## src/rtl/clock_controller_if.sv

```systemverilog
// Control/status bundle for the run/halt/single-step clock sequencer.
// Optional tick-counter signals exist only when CLKCTL_TICK_COUNT_EN is defined.
interface clock_controller_if #(
    parameter int DIV_W = 16,
    parameter int CNT_W = 32
);
    logic             i_run;
    logic             i_halt;
    logic             i_step;
    logic [DIV_W-1:0] i_div;
    logic             o_tick;
    logic             o_running;
    logic             o_halted;
`ifdef CLKCTL_TICK_COUNT_EN
    logic             i_clr_count;
    logic [CNT_W-1:0] o_tick_count;
`endif

`ifdef CLKCTL_TICK_COUNT_EN
    // Board / bench side: issues commands, observes status.
    modport master (
        output i_run, i_halt, i_step, i_div, i_clr_count,
        input  o_tick, o_running, o_halted, o_tick_count
    );
    // Sequencer side.
    modport slave (
        input  i_run, i_halt, i_step, i_div, i_clr_count,
        output o_tick, o_running, o_halted, o_tick_count
    );
`else
    // Board / bench side: issues commands, observes status.
    modport master (
        output i_run, i_halt, i_step, i_div,
        input  o_tick, o_running, o_halted
    );
    // Sequencer side.
    modport slave (
        input  i_run, i_halt, i_step, i_div,
        output o_tick, o_running, o_halted
    );
`endif
endinterface

```

## src/rtl/clock_controller.sv

```systemverilog
// Run/halt/single-step sequencer producing a registered one-cycle clock-enable
// pulse (o_tick) every i_div+1 cycles while running.
// Optional feature macro: CLKCTL_TICK_COUNT_EN adds a wrapping tick counter
// with a clear input (clear wins over a coincident tick).
module clock_controller #(
    parameter int DIV_W = 16,
    parameter int CNT_W = 32
) (
    input  logic            clk,
    input  logic            reset,
    clock_controller_if.slave bus
);

    typedef enum logic [1:0] {
        S_HALT = 2'd0,
        S_RUN  = 2'd1,
        S_STEP = 2'd2
    } state_t;

    localparam logic [DIV_W-1:0] CNT_ONE = DIV_W'(1);

    state_t           state_q, state_d;
    logic [DIV_W-1:0] cnt_q,   cnt_d;
    logic             tick_q,  tick_d;

    // Next-state logic; command priority is halt > run > step.
    always_comb begin
        state_d = state_q;
        cnt_d   = cnt_q;
        tick_d  = 1'b0;
        case (state_q)
            S_HALT: begin
                if (bus.i_halt) begin
                    state_d = S_HALT;
                end else if (bus.i_run) begin
                    state_d = S_RUN;
                    cnt_d   = '0;
                end else if (bus.i_step) begin
                    state_d = S_STEP;
                end
            end
            S_RUN: begin
                if (bus.i_halt) begin
                    // A tick that would have fired this edge is dropped.
                    state_d = S_HALT;
                    cnt_d   = '0;
                end else if (cnt_q >= bus.i_div) begin
                    // ">=" lets a lowered ratio tick at once instead of wrapping.
                    tick_d = 1'b1;
                    cnt_d  = '0;
                end else begin
                    cnt_d = cnt_q + CNT_ONE;
                end
            end
            S_STEP: begin
                state_d = S_HALT;
                tick_d  = !bus.i_halt;
            end
            default: begin
                state_d = S_HALT;
                cnt_d   = '0;
            end
        endcase
    end

`ifdef CLKCTL_TICK_COUNT_EN
    localparam logic [CNT_W-1:0] TCNT_ONE = CNT_W'(1);
    logic [CNT_W-1:0] tick_count_q, tick_count_d;

    // Counter tracks the tick being registered, so it reads N in the cycle
    // the Nth o_tick is high; clear takes precedence.
    always_comb begin
        tick_count_d = tick_count_q;
        if (bus.i_clr_count)
            tick_count_d = '0;
        else if (tick_d)
            tick_count_d = tick_count_q + TCNT_ONE;
    end

    assign bus.o_tick_count = tick_count_q;
`endif

    // State, divider count and outputs; synchronous reset overrides everything.
    always_ff @(posedge clk) begin
        if (reset) begin
            state_q      <= S_HALT;
            cnt_q        <= '0;
            tick_q       <= 1'b0;
`ifdef CLKCTL_TICK_COUNT_EN
            tick_count_q <= '0;
`endif
        end else begin
            state_q      <= state_d;
            cnt_q        <= cnt_d;
            tick_q       <= tick_d;
`ifdef CLKCTL_TICK_COUNT_EN
            tick_count_q <= tick_count_d;
`endif
        end
    end

    assign bus.o_tick    = tick_q;
    assign bus.o_running = (state_q == S_RUN);
    assign bus.o_halted  = (state_q == S_HALT);

endmodule

```

## src/flat_wrapper.sv

```systemverilog
// flat-port wrapper written by rule: the top's interface ports become plain ports
module clock_controller_flat 
#(
    parameter int DIV_W = 16,
    parameter int CNT_W = 32
)
  (clk, reset, bus_i_run, bus_i_halt, bus_i_step, bus_i_div, bus_o_tick, bus_o_running, bus_o_halted);
  clock_controller_if #(.DIV_W(DIV_W), .CNT_W(CNT_W)) bus_i ();
  input  logic clk;
  input  logic reset;
  input wire logic [$bits(bus_i.i_run)-1:0] bus_i_run;
  input wire logic [$bits(bus_i.i_halt)-1:0] bus_i_halt;
  input wire logic [$bits(bus_i.i_step)-1:0] bus_i_step;
  input wire logic [$bits(bus_i.i_div)-1:0] bus_i_div;
  output wire logic [$bits(bus_i.o_tick)-1:0] bus_o_tick;
  output wire logic [$bits(bus_i.o_running)-1:0] bus_o_running;
  output wire logic [$bits(bus_i.o_halted)-1:0] bus_o_halted;
  assign bus_i.i_run = bus_i_run;
  assign bus_i.i_halt = bus_i_halt;
  assign bus_i.i_step = bus_i_step;
  assign bus_i.i_div = bus_i_div;
  assign bus_o_tick = bus_i.o_tick;
  assign bus_o_running = bus_i.o_running;
  assign bus_o_halted = bus_i.o_halted;
  clock_controller #(.DIV_W(DIV_W), .CNT_W(CNT_W)) u_core (.clk(clk), .reset(reset), .bus(bus_i));
endmodule
```

## config.mk

```make
export PLATFORM = sky130hd
export DESIGN_NAME = clock_controller_flat
export DESIGN_NICKNAME = d
export VERILOG_FILES = /design/src/rtl/clock_controller_if.sv /design/src/rtl/clock_controller.sv /design/src/flat_wrapper.sv
export SDC_FILE = /design/constraint.sdc
export NUM_CORES = 1
export LEC_CHECK = 0
export ABC_AREA = 1
export BUFFER_PORTS_ARGS = -buffer_cell sky130_fd_sc_hd__buf_2
export CAP_MARGIN = 30
export CORE_MARGIN = 2
export CORE_UTILIZATION = 62
export CTS_CLUSTER_DIAMETER = 200
export DETAILED_ROUTE_END_ITERATION = 6
export GPL_TIMING_DRIVEN = 0
export MAX_ROUTING_LAYER = met4
export PLACE_DENSITY = 0.85
export SETUP_SLACK_MARGIN = 0.4
export SYNTH_ARGS = -nofsm -noshare
export SYNTH_HDL_FRONTEND = slang
export SYNTH_SLANG_ARGS = --single-unit
```

## constraint.sdc

```tcl
create_clock -name clk -period 2.47 [get_ports clk]
set_input_delay 0.3705 -clock clk [delete_from_list [all_inputs] [get_ports clk]]
set_output_delay 0.3705 -clock clk [all_outputs]
set_load 0.01 [all_outputs]
```

# --- After elaboration in Yosys (flattened, before gate mapping) ---
# Cells that the tools add are included.
totals:
  reg_bits: 19
  inputBits: 21
  out_inout_bits: 3
  wordCells: 29
classes:
  n_addsub: 1
  n_lt_le_gt_ge: 1
  n_eq_ne: 6
  n_mux: 13
  bitwise: 1
  n_reduce_logical: 4
op_table:
  columns: ["cell", "n"]
  rows:
  - ["2-to-1 mux 16 bit", 4]
  - ["one-hot mux 16 bit (3 select lines)", 1]
  - ["adder 16 x 1 -> 16 bit, second input constant", 1]
  - ["greater-or-equal comparator 16 bit", 1]
  - ["2-to-1 mux 2 bit", 4]
  - ["inequality test 2 bit, second input constant", 3]
  - ["inequality test 4 bit, second input constant", 1]
  - ["one-hot mux 2 bit (2 select lines)", 1]
  - ["AND reduction 3 bit", 1]
  - ["== test 2 x 1 -> 1 bit, second input constant", 1]
  - ["== test 2 bit, second input constant", 1]
  - ["logical NOT 2 bit", 1]
  - ["2-to-1 mux 1 bit", 2]
  - ["one-hot mux 1 bit (2 select lines)", 1]
  - ["AND reduction 2 bit", 1]
  - ["logical NOT 1 bit", 1]
  - ["inverter 1 bit", 1]

# --- Depth between registers and ports, before layout ---
# Gate-level depths: netlist of the first run.
logic_depth:
  word_depth: 4
  mapped_depth: 13
  depth_no_buf: 13

# --- Worst setup path before layout of the first run ---
# OpenSTA, ideal clock, no wires.
synth_timing:
  path_type: "input-to-reg"
  startpoint: "in bus_i_div[9]"
  endpoint: "reg u_core.cnt_q[5]"
  setup_ns: 0.066
  arrival_time_ns: 1.475
  required_time_ns: 2.404
  slack_ns: 0.928
  stages: 9
  path_buffers: 0
  cell_sequence: "inv_1 -> ha_1 -> nand2_1 -> inv_1 -> o21bai_1 -> a21oi_1 -> nor2_4 -> nand3b_4 -> a21oi_2"
synth_between:
  elab_chain_cells: 4
synth_lines:
  columns: ["element", "line", "rtl"]
  rows:
  - ["from (decl)", "flat_wrapper.sv:14", "input wire logic [$bits(bus_i.i_div)-1:0] bus_i_div;"]
  - ["greater-or-equal comparator 16 bit", "clock_controller.sv:47", "end else if (cnt_q >= bus.i_div) begin"]
  - ["2-to-1 mux 16 bit", "clock_controller.sv:47", null]
  - ["2-to-1 mux 16 bit", "clock_controller.sv:43", "if (bus.i_halt) begin"]
  - ["one-hot mux 16 bit (3 select lines)", "clock_controller.sv:31", "case (state_q)"]
  - ["to (signal assigned)", "clock_controller.sv:94", "cnt_q <= cnt_d;"]
  - ["to (decl)", "clock_controller.sv:23", "logic [DIV_W-1:0] cnt_q, cnt_d;"]
# Every way passes these cells.
# A chain may end at the register's enable or synchronous reset.

# --- Final worst setup path of the first run ---
layout_timing:
  startpoint: "reg u_core.cnt_q[7]"
  endpoint: "reg u_core.cnt_q[10]"
layout_between:
  elab_chain_cells: 4
  elab_cells_between_ends: 5
  classes_between: "add/sub (1); order compare (1); mux (3)"
layout_lines:
  columns: ["element", "line"]
  rows:
  - ["adder 16 x 1 -> 16 bit or greater-or-equal comparator 16 bit (tied branches)", "clock_controller.sv:52, clock_controller.sv:47"]
  - ["2-to-1 mux 16 bit *", "clock_controller.sv:47"]
  - ["2-to-1 mux 16 bit *", "clock_controller.sv:43"]
  - ["one-hot mux 16 bit (3 select lines) *", "clock_controller.sv:31"]
# Every way passes the cells marked *; elsewhere a longest branch is shown, timed or not.

==> metrics.txt, run 1 <==
ratio of cells with drive above 1 in the final layout 0.228; Mapped Area 1670 um2; die area 3130 um2; switching share of power 0.296; via count 1649; Chip Height 56.0 um; Final #Nets 309; power per cell area 316 nW/um2; Ports 24; largest net degree at the start of global routing 11; Worst Skew 0.00704 ns; critical path required time 2.72 ns; drt pass-1 iters 4; Post-CTS Setup Bufs 0; area grow syn2layout 10.7%; DP HPWL 2700 um; multiplexer area fraction after synthesis 0; outcome completed; Via density 5.55; DRT Wirelength 3500 um; Hold Path Class input port to flip-flop; sequential share of the synthesized area 0.227; Slew Viols, Final 0; initial drt markers 33; crit end category flip-flop; sequential share of power 0.532; complex-gate fraction of the synthesized area 0.181; Yosys cell types 32; Post-Synth Simple-Gate Area 0.354; global placer's final weighted congestion 0.866; Psw 0.000173 W; Syn Inst Count 240; placed instance area 1830 um2; vias in the first global route 1523; root buffer cell clkbuf_4; CTS tree built; Synth Area in Adders 0.149; Initial Util 0.664; Final Hold Fails 0; Reg clk slew, reported paths 0.12 ns; RSZ-0062 raised after global routing no; antenna cell count 0; H-Tree Depth 1; power share of the clock group 0.285; Resized cells post-CTS 0; Internal Power 0.000412 W; main combinational cell family by area after synthesis simple AND/OR/NAND/NOR gates; # rows 18; Remaining Overflow, GRT 0; Inst Count DP 293; Remaining DRCs 0; Setup TNS 0 ns; fmax 542 MHz; Lkg Pwr 0.808 nW; Post-Syn Nets 281; #FFs+latches synth 19; arrival time worst endpoint 2.09 ns; yosys warns 0; Die Span X 56.0 um; # port buffers 23; Reg2Reg Setup Slack 0.62 ns; Critical Path Start Type flip-flop; Avg WL per Cell 11.8 um; final non-filler cell total 297; Placeable Area 2520 um2; final setup vio count 0; critical setup path kind flip-flop to flip-flop; Clock Latency Late Sink 0.30 ns; relative slew slack 0.619; initial antenna violation count 0; maxcap violations 0; CP Max Fanout 10; clock buffer depth 2; final instance area 1850 um2; Least-Margin Pin Slew 0.572 ns; Synth Area in XOR/XNOR 0.00523; All-Layer GR Usage 0.252; clock period minus worst slack 1.85 ns; first-pass GRT wire length 6270 um; combinational share of power 0.183; CTS buffer count 3; Synth Area per Inst 6.98 um2; VDD IR max 0.000246 V; Tcrit/Tclk final 0.747; Post-CTS Hold Fix Bufs 0; Detail Route Antenna Nets 0; CTS sink cnt 19
==> flip-flops by register name, indices dropped and copies added, names as in the netlist <==
signal and count:
u_core.bus.o_tick 1, u_core.state_q 2, u_core.cnt_q 16
==> cell families (layout without fill, tap and decap cells) <==
group / Yosys count / in the layout
fa+ha+maj: 20 / 20
simple gates: 120 / 120
flops: 19 / 19
buf+inv: 37 / 64
compound gates: 43 / 43
xor+xnor: 1 / 1
==> layout make-up <==
cell class / instances / area, um2
inverter: 35 / 131
tap: 30 / 37.5
clock buffer: 4 / 26.3
multi-input combinational: 184 / 1150
fill: 196 / 669
timing repair buffer: 23 / 115
buffer: 2 / 7.51
sequential: 19 / 380
==> layout by cell type, fill, tap and decap left out <==
master	Yosys	layout
o21a_1	1	1
ha_1	20	20
clkbuf_4	0	3
nor3b_2	1	1
nand2_4	2	2
nand3_1	19	19
nor2_1	19	19
a21oi_1	17	17
a31oi_1	1	1
o21bai_2	3	3
inv_2	4	4
buf_2	0	23
o21ai_1	1	1
xor2_1	1	1
a211oi_1	1	1
nand3_2	1	1
o221ai_1	2	2
inv_1	30	30
o21bai_1	1	1
nor3_1	1	1
nor2_4	4	4
nor2_2	3	3
nand3b_4	1	1
nand4_1	6	6
a21oi_2	9	9
clkinv_1	1	1
a21oi_4	1	1
o21ai_0	3	3
dfxtp_1	19	19
nor3_2	1	1
nand2_2	5	5
o211ai_1	3	3
clkbuf_1	2	3
nand2_1	57	57
==> through the flow <==
step	total power (W)	hold WS [ns]	worst slack [ns]	util
floorplan	0.000389	0.475	0.928	-
global placement	0.000423	0.501	0.660	0.724
detailed placement	0.000425	0.508	0.656	0.724
CTS	0.000584	0.359	0.635	0.735
global route	0.000613	0.370	0.467	0.735
finish	0.000585	0.355	0.624	0.735
==> synthesized netlist by cell type <==
| library cell | count | area (um2) |
|---|---|---|
| clkbuf_1 | 2 | 7.51 |
| nand2_1 | 57 | 214 |
| nor3_2 | 1 | 10.0 |
| xor2_1 | 1 | 8.76 |
| o21bai_2 | 3 | 33.8 |
| nand2_4 | 2 | 22.5 |
| nand4_1 | 6 | 37.5 |
| a211oi_1 | 1 | 7.51 |
| o21a_1 | 1 | 7.51 |
| ha_1 | 20 | 250 |
| a31oi_1 | 1 | 6.26 |
| nand3b_4 | 1 | 20.0 |
| nand2_2 | 5 | 31.3 |
| dfxtp_1 | 19 | 380 |
| clkinv_1 | 1 | 3.75 |
| nor3_1 | 1 | 5.00 |
| o221ai_1 | 2 | 17.5 |
| o21ai_1 | 1 | 5.00 |
| a21oi_2 | 9 | 78.8 |
| nand3_1 | 19 | 95.1 |
| inv_2 | 4 | 15.0 |
| nor2_1 | 19 | 71.3 |
| o21ai_0 | 3 | 15.0 |
| nor2_4 | 4 | 45.0 |
| nor3b_2 | 1 | 12.5 |
| a21oi_4 | 1 | 16.3 |
| o211ai_1 | 3 | 22.5 |
| nor2_2 | 3 | 18.8 |
| inv_1 | 30 | 113 |
| o21bai_1 | 1 | 7.51 |
| a21oi_1 | 17 | 85.1 |
| nand3_2 | 1 | 10.0 |
==> power by group through the flow <==
stage               Sequential [W]  Clock, W  Combinational, W
finish                    0.000311  0.000167          0.000107
CTS                       0.000311  0.000166          0.000107
floorplan                 0.000318         0         0.0000709
global route              0.000312  0.000179          0.000122
global placement          0.000318         0          0.000104
detailed placement        0.000318         0          0.000107
==> metal layers <==
metal | share of wire | global-route usage | routed length [um] | vias up
li1 | - | - | - | 853
met1 | 0.43 | 0.311 | 1520 | 718
met2 | 0.46 | 0.410 | 1620 | 68
met3 | 0.084 | 0.0209 | 295 | 10
met4 | 0.019 | 0.129 | 65 | 0
met5 | 0 | - | 0 | -
==> path summary, 6_finish.rpt <==
path                                   startpoint           endpoint  cells after the start
worst max register to register    u_core.cnt_q[7]   u_core.cnt_q[10]                      7
worst min register to register  u_core.state_q[1]  u_core.state_q[1]                      2
worst min-delay path                   bus_i_halt  u_core.bus.o_tick                      4
worst max-delay path              u_core.cnt_q[7]   u_core.cnt_q[10]                      7
==> critical path, cell delays in order, from the launching register on <==
cell and delay, ns:
dfxtp_1 0.55, ha_1 0.31, a21oi_1 0.13, o21a_1 0.13, nand2_1 0.08, nand2_2 0.22
nand3b_4 0.21, a21oi_2 0.16
(Power assumes the default switching activity.)
==> inputs of run 2 (changes only) <==
- CORE_UTILIZATION: 62 -> 57
- PLACE_DENSITY: 0.85 -> 0.79
- clock period: 2.47 -> 1.9 ns (I/O delays scaled with it)
==> metrics.txt, run 2 (synthesis gave the netlist of run 1 again) <==
outcome completed; die area 3390 um2 (+8.1%); Psw 0.000259 W (+50%); Buf+Inv Stages, Crit Path 1 (+1); Least-Margin Pin Slew 0.566 ns (-0.00583 ns); VDD IR max 0.000435 V (+77%); combinational share of power 0.238 (+0.055); Chip Height 58.2 um (+4.0%); Ports 24 (unchanged); power per cell area 340 nW/um2 (+7.8%); commonest non-fill, non-tap cells in the layout 52 x nand2_1, 28 x inv_1, 24 x buf_4; initial antenna violation count 0 (unchanged); Setup TNS 0 ns (unchanged); Final #Nets 338 (+9.4%); Slowest-stage cell, CP dfxtp_2; antenna cell count 0 (unchanged); CTS buffer count 3 (unchanged); vias in the first global route 1687 (+11%); Critical Path Start Type flip-flop; Via density 5.90 (+6.2%); power share of the clock group 0.279 (-0.006); area grow syn2layout 42.2%; Clock Latency Late Sink 0.32 ns (+0.02 ns); Post-CTS Hold Fix Bufs 0 (unchanged); Reg area 422 um2 (+11%); ratio of cells with drive above 1 in the final layout 0.470 (+0.241); Lkg Pwr 0.982 nW (+22%); global placer's final weighted congestion 0.807 (-6.9%); maxcap violations 0 (unchanged); Largest Register u_core.cnt_q; fmax 592 MHz (+9.3%); largest net degree at the start of global routing 11 (unchanged); Initial Util 0.602 (-0.0618); most common cell after layout, fill and taps aside nand2_1; CP Max Fanout 4 (-6); cell family with the largest share of critical-path delay simple AND/OR/NAND/NOR gates; Remaining Overflow, GRT 0 (unchanged); Slew Viols, Final 0 (unchanged); Detail Route Antenna Nets 0 (unchanged); DP HPWL 2620 um (-3.2%); Final Hold Fails 0 (unchanged); root buffer cell clkbuf_4; placed instance area 1830 um2 (+0.34%); critical path required time 2.15 ns (-0.57 ns); critical setup path kind flip-flop to flip-flop; Remaining DRCs 0 (unchanged); Placeable Area 2780 um2 (+10%); Hold Path Class input port to flip-flop; RSZ-0062 raised after global routing yes; via count 1928 (+17%); Die Span X 58.2 um (+4.0%); crit path cell chain buf_4, ha_2, nand2_2, nor2_4, nand3_1, nand2_1, nand2_1, nor2_1, nand3_1, a21oi_2; CTS tree built; Avg WL per Cell 16.0 um (+36%); final instance area 2380 um2 (+28%); Tcrit/Tclk final 0.889 (+0.142); fill count 155 (-21%); arrival time worst endpoint 1.94 ns (-0.15 ns); Worst Skew 0.00863 ns (+0.00159 ns); final setup vio count 0 (unchanged); DRT Wirelength 5240 um (+50%); clock period minus worst slack 1.69 ns (-0.156 ns); # rows 19 (+1); drt pass-1 iters 4 (unchanged); All-Layer GR Usage 0.296 (+0.0440); sequential share of power 0.484 (-0.048); crit end category flip-flop; switching share of power 0.319 (+0.0235); first-pass GRT wire length 7510 um (+20%); H-Tree Depth 1 (unchanged); area of the multi-input gates 1410 um2 (+22%); # port buffers 23 (unchanged); Reg clk slew, reported paths 0.12 ns (about the same); Internal Power 0.000552 W (+34%); initial drt markers 114 (+250%); relative slew slack 0.622 (+0.00389); clock buffer depth 2 (unchanged); CTS sink cnt 19 (unchanged); Crit path largest cell delay 0.39 ns (-0.16 ns); max reg flops 16 (unchanged)
## run 2: cell count changes in the layout (fill, tap and decap cells not counted), moves of 6 or more
cell     previous run  this run
dfxtp_2             0         6
ha_4                0        10
buf_4               0        24
ha_1               20         7
dfxtp_4             0         9
dfxtp_1            19         4
## run 2: repair_timing
item / 4_1_cts / 5_1_grt
buffers inserted: 18 / 10
resized for setup: 45 / 24
pin swaps: 17 / 16
gates cloned: 1 / 0
setup endpoints to repair: 17 / 19
## run 2: final timing paths
| kind | startpoint | endpoint | slack (ns) | cells after the start |
|---|---|---|---|---|
| worst min register to register | u_core.cnt_q[8] | u_core.cnt_q[8] | 0.52 | 2 |
| worst max-delay path | u_core.cnt_q[1] | u_core.cnt_q[12] | 0.21 | 10 |
| worst min-delay path | bus_i_halt | u_core.bus.o_tick | 0.27 | 4 |
| worst max register to register | u_core.cnt_q[1] | u_core.cnt_q[12] | 0.21 | 10 |
## run 2: layout make-up
class,count,area share
buffer,2,0.00473
clock buffer,4,0.0110
sequential,19,0.177
timing repair buffer,51,0.143
tap,31,0.0163
multi-input combinational,185,0.593
inverter,35,0.0552
## run 2: power by group through the flow
stage	logic, W	clock network (W)	registers, W
after floorplan	0.0000922	0	0.000414
final	0.000193	0.000226	0.000392
after detailed placement	0.000141	0	0.000414
after global placement	0.000139	0	0.000414
after global routing	0.000211	0.000243	0.000392
after CTS	0.000170	0.000220	0.000399
## run 2: worst min-delay path, delay by kind of cell
family | cells | cell delay [ns]
buffers and inverters | 2 | 0.17
AO/OA/AOI/OAI | 1 | 0.06
AND/OR/NAND/NOR | 1 | 0.05
## run 2: stage by stage
stage | worst slack, ns | instances | total power [W] | utilization | hold WS [ns]
floorplan | 0.411 | 240 | 0.000506 | - | 0.458
global placement | 0.178 | 294 | 0.000553 | 0.659 | 0.504
detailed placement | 0.141 | 294 | 0.000555 | 0.659 | 0.508
CTS | 0.293 | 317 | 0.000790 | 0.794 | 0.268
global route | 0.195 | 327 | 0.000846 | 0.856 | 0.284
finish | 0.210 | 327 | 0.000811 | 0.856 | 0.273
## run 2: routing by layer
layer,global-route usage,vias up,wire (um)
met5,-,-,0
met4,0.133,0,239
met3,0.0290,27,446
met2,0.489,110,2400
met1,0.365,884,2160
li1,-,907,-
==> inputs of run 3 (changes only) <==
- BUFFER_PORTS_ARGS: -buffer_cell sky130_fd_sc_hd__buf_2 -> not set
- CORE_UTILIZATION: 57 -> 63
- DONT_BUFFER_PORTS: not set -> 1
==> metrics.txt, run 3 (synthesis gave the netlist of run 1 again) <==
Reg area 417 um2 (-1.2%); area of the multi-input gates 1370 um2 (-2.7%); Avg WL per Cell 18.8 um (+17%); Setup TNS 0 ns (unchanged); Hold Path Class input port to flip-flop; outcome completed; antenna cell count 0 (unchanged); depth of the most critical reg-to-reg path 8 (-2); Final #Nets 313 (-7.4%); root buffer cell clkbuf_4; relative slew slack 0.643 (+0.0202); power per cell area 358 nW/um2 (+5.0%); most common cell after layout, fill and taps aside nand2_1; Via density 6.46 (+9.5%); first-pass GRT wire length 8220 um (+9.5%); VDD IR max 0.000337 V (-23%); Initial Util 0.670 (+0.0678); area grow syn2layout 31.8%; fill count 132 (-15%); CTS sink cnt 19 (unchanged); die area 3090 um2 (-8.9%); r2r endpoint u_core.cnt_q[2]; Tcrit/Tclk final 0.896 (+0.00711); Remaining DRCs 0 (unchanged); Place WS 0.128 ns (-0.0132 ns); Worst Skew 0.0135 ns (+0.00484 ns); Clock Latency Late Sink 0.32 ns (about the same); Critical Path Start Type flip-flop; CTS buffer count 3 (unchanged); max reg flops 16 (unchanged); CTS tree built; initial drt markers 148 (+30%); All-Layer GR Usage 0.343 (+0.0472); Lkg Pwr 0.892 nW (-9.2%); RSZ-0062 raised after global routing yes; DRT Wirelength 5670 um (+8.1%); critical setup path kind flip-flop to flip-flop; reg2reg start u_core.cnt_q[13]; via count 1943 (+0.78%); # port buffers 0 (-100%); crit end category flip-flop; clock buffer depth 2 (unchanged); Die Span X 55.6 um (-4.5%); fmax 587 MHz (-0.79%); DP HPWL 2800 um (+7.1%); Least-Margin Pin Slew 0.536 ns (-0.0303 ns); drt pass-1 iters 5 (+1); ratio of cells with drive above 1 in the final layout 0.413 (-0.0563); Reg clk slew, reported paths 0.14 ns (+0.02 ns); Remaining Overflow, GRT 0 (unchanged); maxcap violations 0 (unchanged); hold endpoint u_core.bus.o_tick; critical path required time 2.10 ns (-0.05 ns); Post-CTS Hold Fix Bufs 0 (unchanged); Chip Height 55.6 um (-4.5%); H-Tree Depth 1 (unchanged); Largest Register u_core.cnt_q; global placer's final weighted congestion 0.901 (+12%); HP Start bus_i_halt; largest net degree at the start of global routing 12 (+1); Hold Path Stages 3 (-1); commonest non-fill, non-tap cells in the layout 51 x nand2_1, 28 x inv_1, 22 x buf_4; final worst slack 0.197 ns (-0.0135 ns); final setup vio count 0 (unchanged); Final Hold Fails 0 (unchanged); # rows 18 (-1); Slew Viols, Final 0 (unchanged); Hold Slack 0.143 ns (-0.131 ns); vias in the first global route 1813 (+7.5%); arrival time worst endpoint 1.90 ns (-0.04 ns); clock period minus worst slack 1.70 ns (+0.0135 ns); initial antenna violation count 0 (unchanged); Ports 24 (unchanged); CP Max Fanout 5 (+1); Detail Route Antenna Nets 0 (unchanged); Placeable Area 2500 um2 (-10%); Reg2Reg Setup Slack 0.20 ns (about the same)
run 3: cell types whose count changed in the layout (fill, tap and decap cells not counted), moves of 2 or more:
cell     before  now
a21oi_2      14   12
buf_2        23    0
buf_4        24   22
dfxtp_2       6    8
dfxtp_4       9    7
ha_1          7    9
nand3_4       2    0
run 3: layout make-up:
type,instances,area share
Buffer,2,0.00397
Clock buffer,3,0.0102
Clock inverter,1,0.00227
Inverter,35,0.0596
Multi-Input combinational cell,185,0.623
Sequential cell,19,0.189
Tap cell,30,0.0170
Timing Repair Buffer,26,0.0953
run 3: worst max-delay path by stage:
stage               slack, ns  depth (start not counted)               from                to
floorplan                0.41                         11    u_core.cnt_q[0]   u_core.cnt_q[5]
global placement         0.18                          7  u_core.state_q[0]  u_core.cnt_q[15]
detailed placement       0.13                          7  u_core.state_q[0]  u_core.cnt_q[15]
CTS                      0.29                          8   u_core.cnt_q[13]  u_core.cnt_q[14]
global route             0.13                          8   u_core.cnt_q[13]   u_core.cnt_q[1]
finish                   0.20                          8   u_core.cnt_q[13]   u_core.cnt_q[2]
run 3: timing repair:
action,CTS,global route
gates resized for setup,46,16
setup buffers,22,4
pin swaps,16,14
cloned,1,0
endpoints found under the setup margin,18,18
run 3: through the flow:
stage | std cells | power, W | area, um2 | utilization
after floorplan | 240 | 0.000506 | 1680 | -
after global routing | 301 | 0.000821 | 2210 | 0.882
final | 301 | 0.000789 | 2210 | 0.882
after CTS | 297 | 0.000766 | 2110 | 0.846
after global placement | 270 | 0.000525 | 1720 | 0.687
after detailed placement | 270 | 0.000532 | 1720 | 0.687
run 3: report_power, final:
group | total [W] | leakage (nW) | switching (W) | internal (W)
combinational | 0.000162 | 0.711 | 0.000104 | 0.0000582
sequential | 0.000395 | 0.163 | 0.00000256 | 0.000392
clock | 0.000232 | 0.0177 | 0.000153 | 0.0000788
run 3: layer usage:
layer / vias up / track usage / part of all wire
met1: 862 / 0.398 / 0.35
met4: 0 / 0.195 / 0.090
met5: - / - / 0
met2: 157 / 0.560 / 0.45
met3: 63 / 0.0562 / 0.10
li1: 861 / - / -
run 3: critical path: stages (launching register included):
cell	delay [ns]
dfxtp_4	0.38
ha_4	0.26
nand4_1	0.19
buf_4	0.21
a21oi_4	0.13
nor2_4	0.08
buf_4	0.15
nand3_1	0.09
a21oi_1	0.08
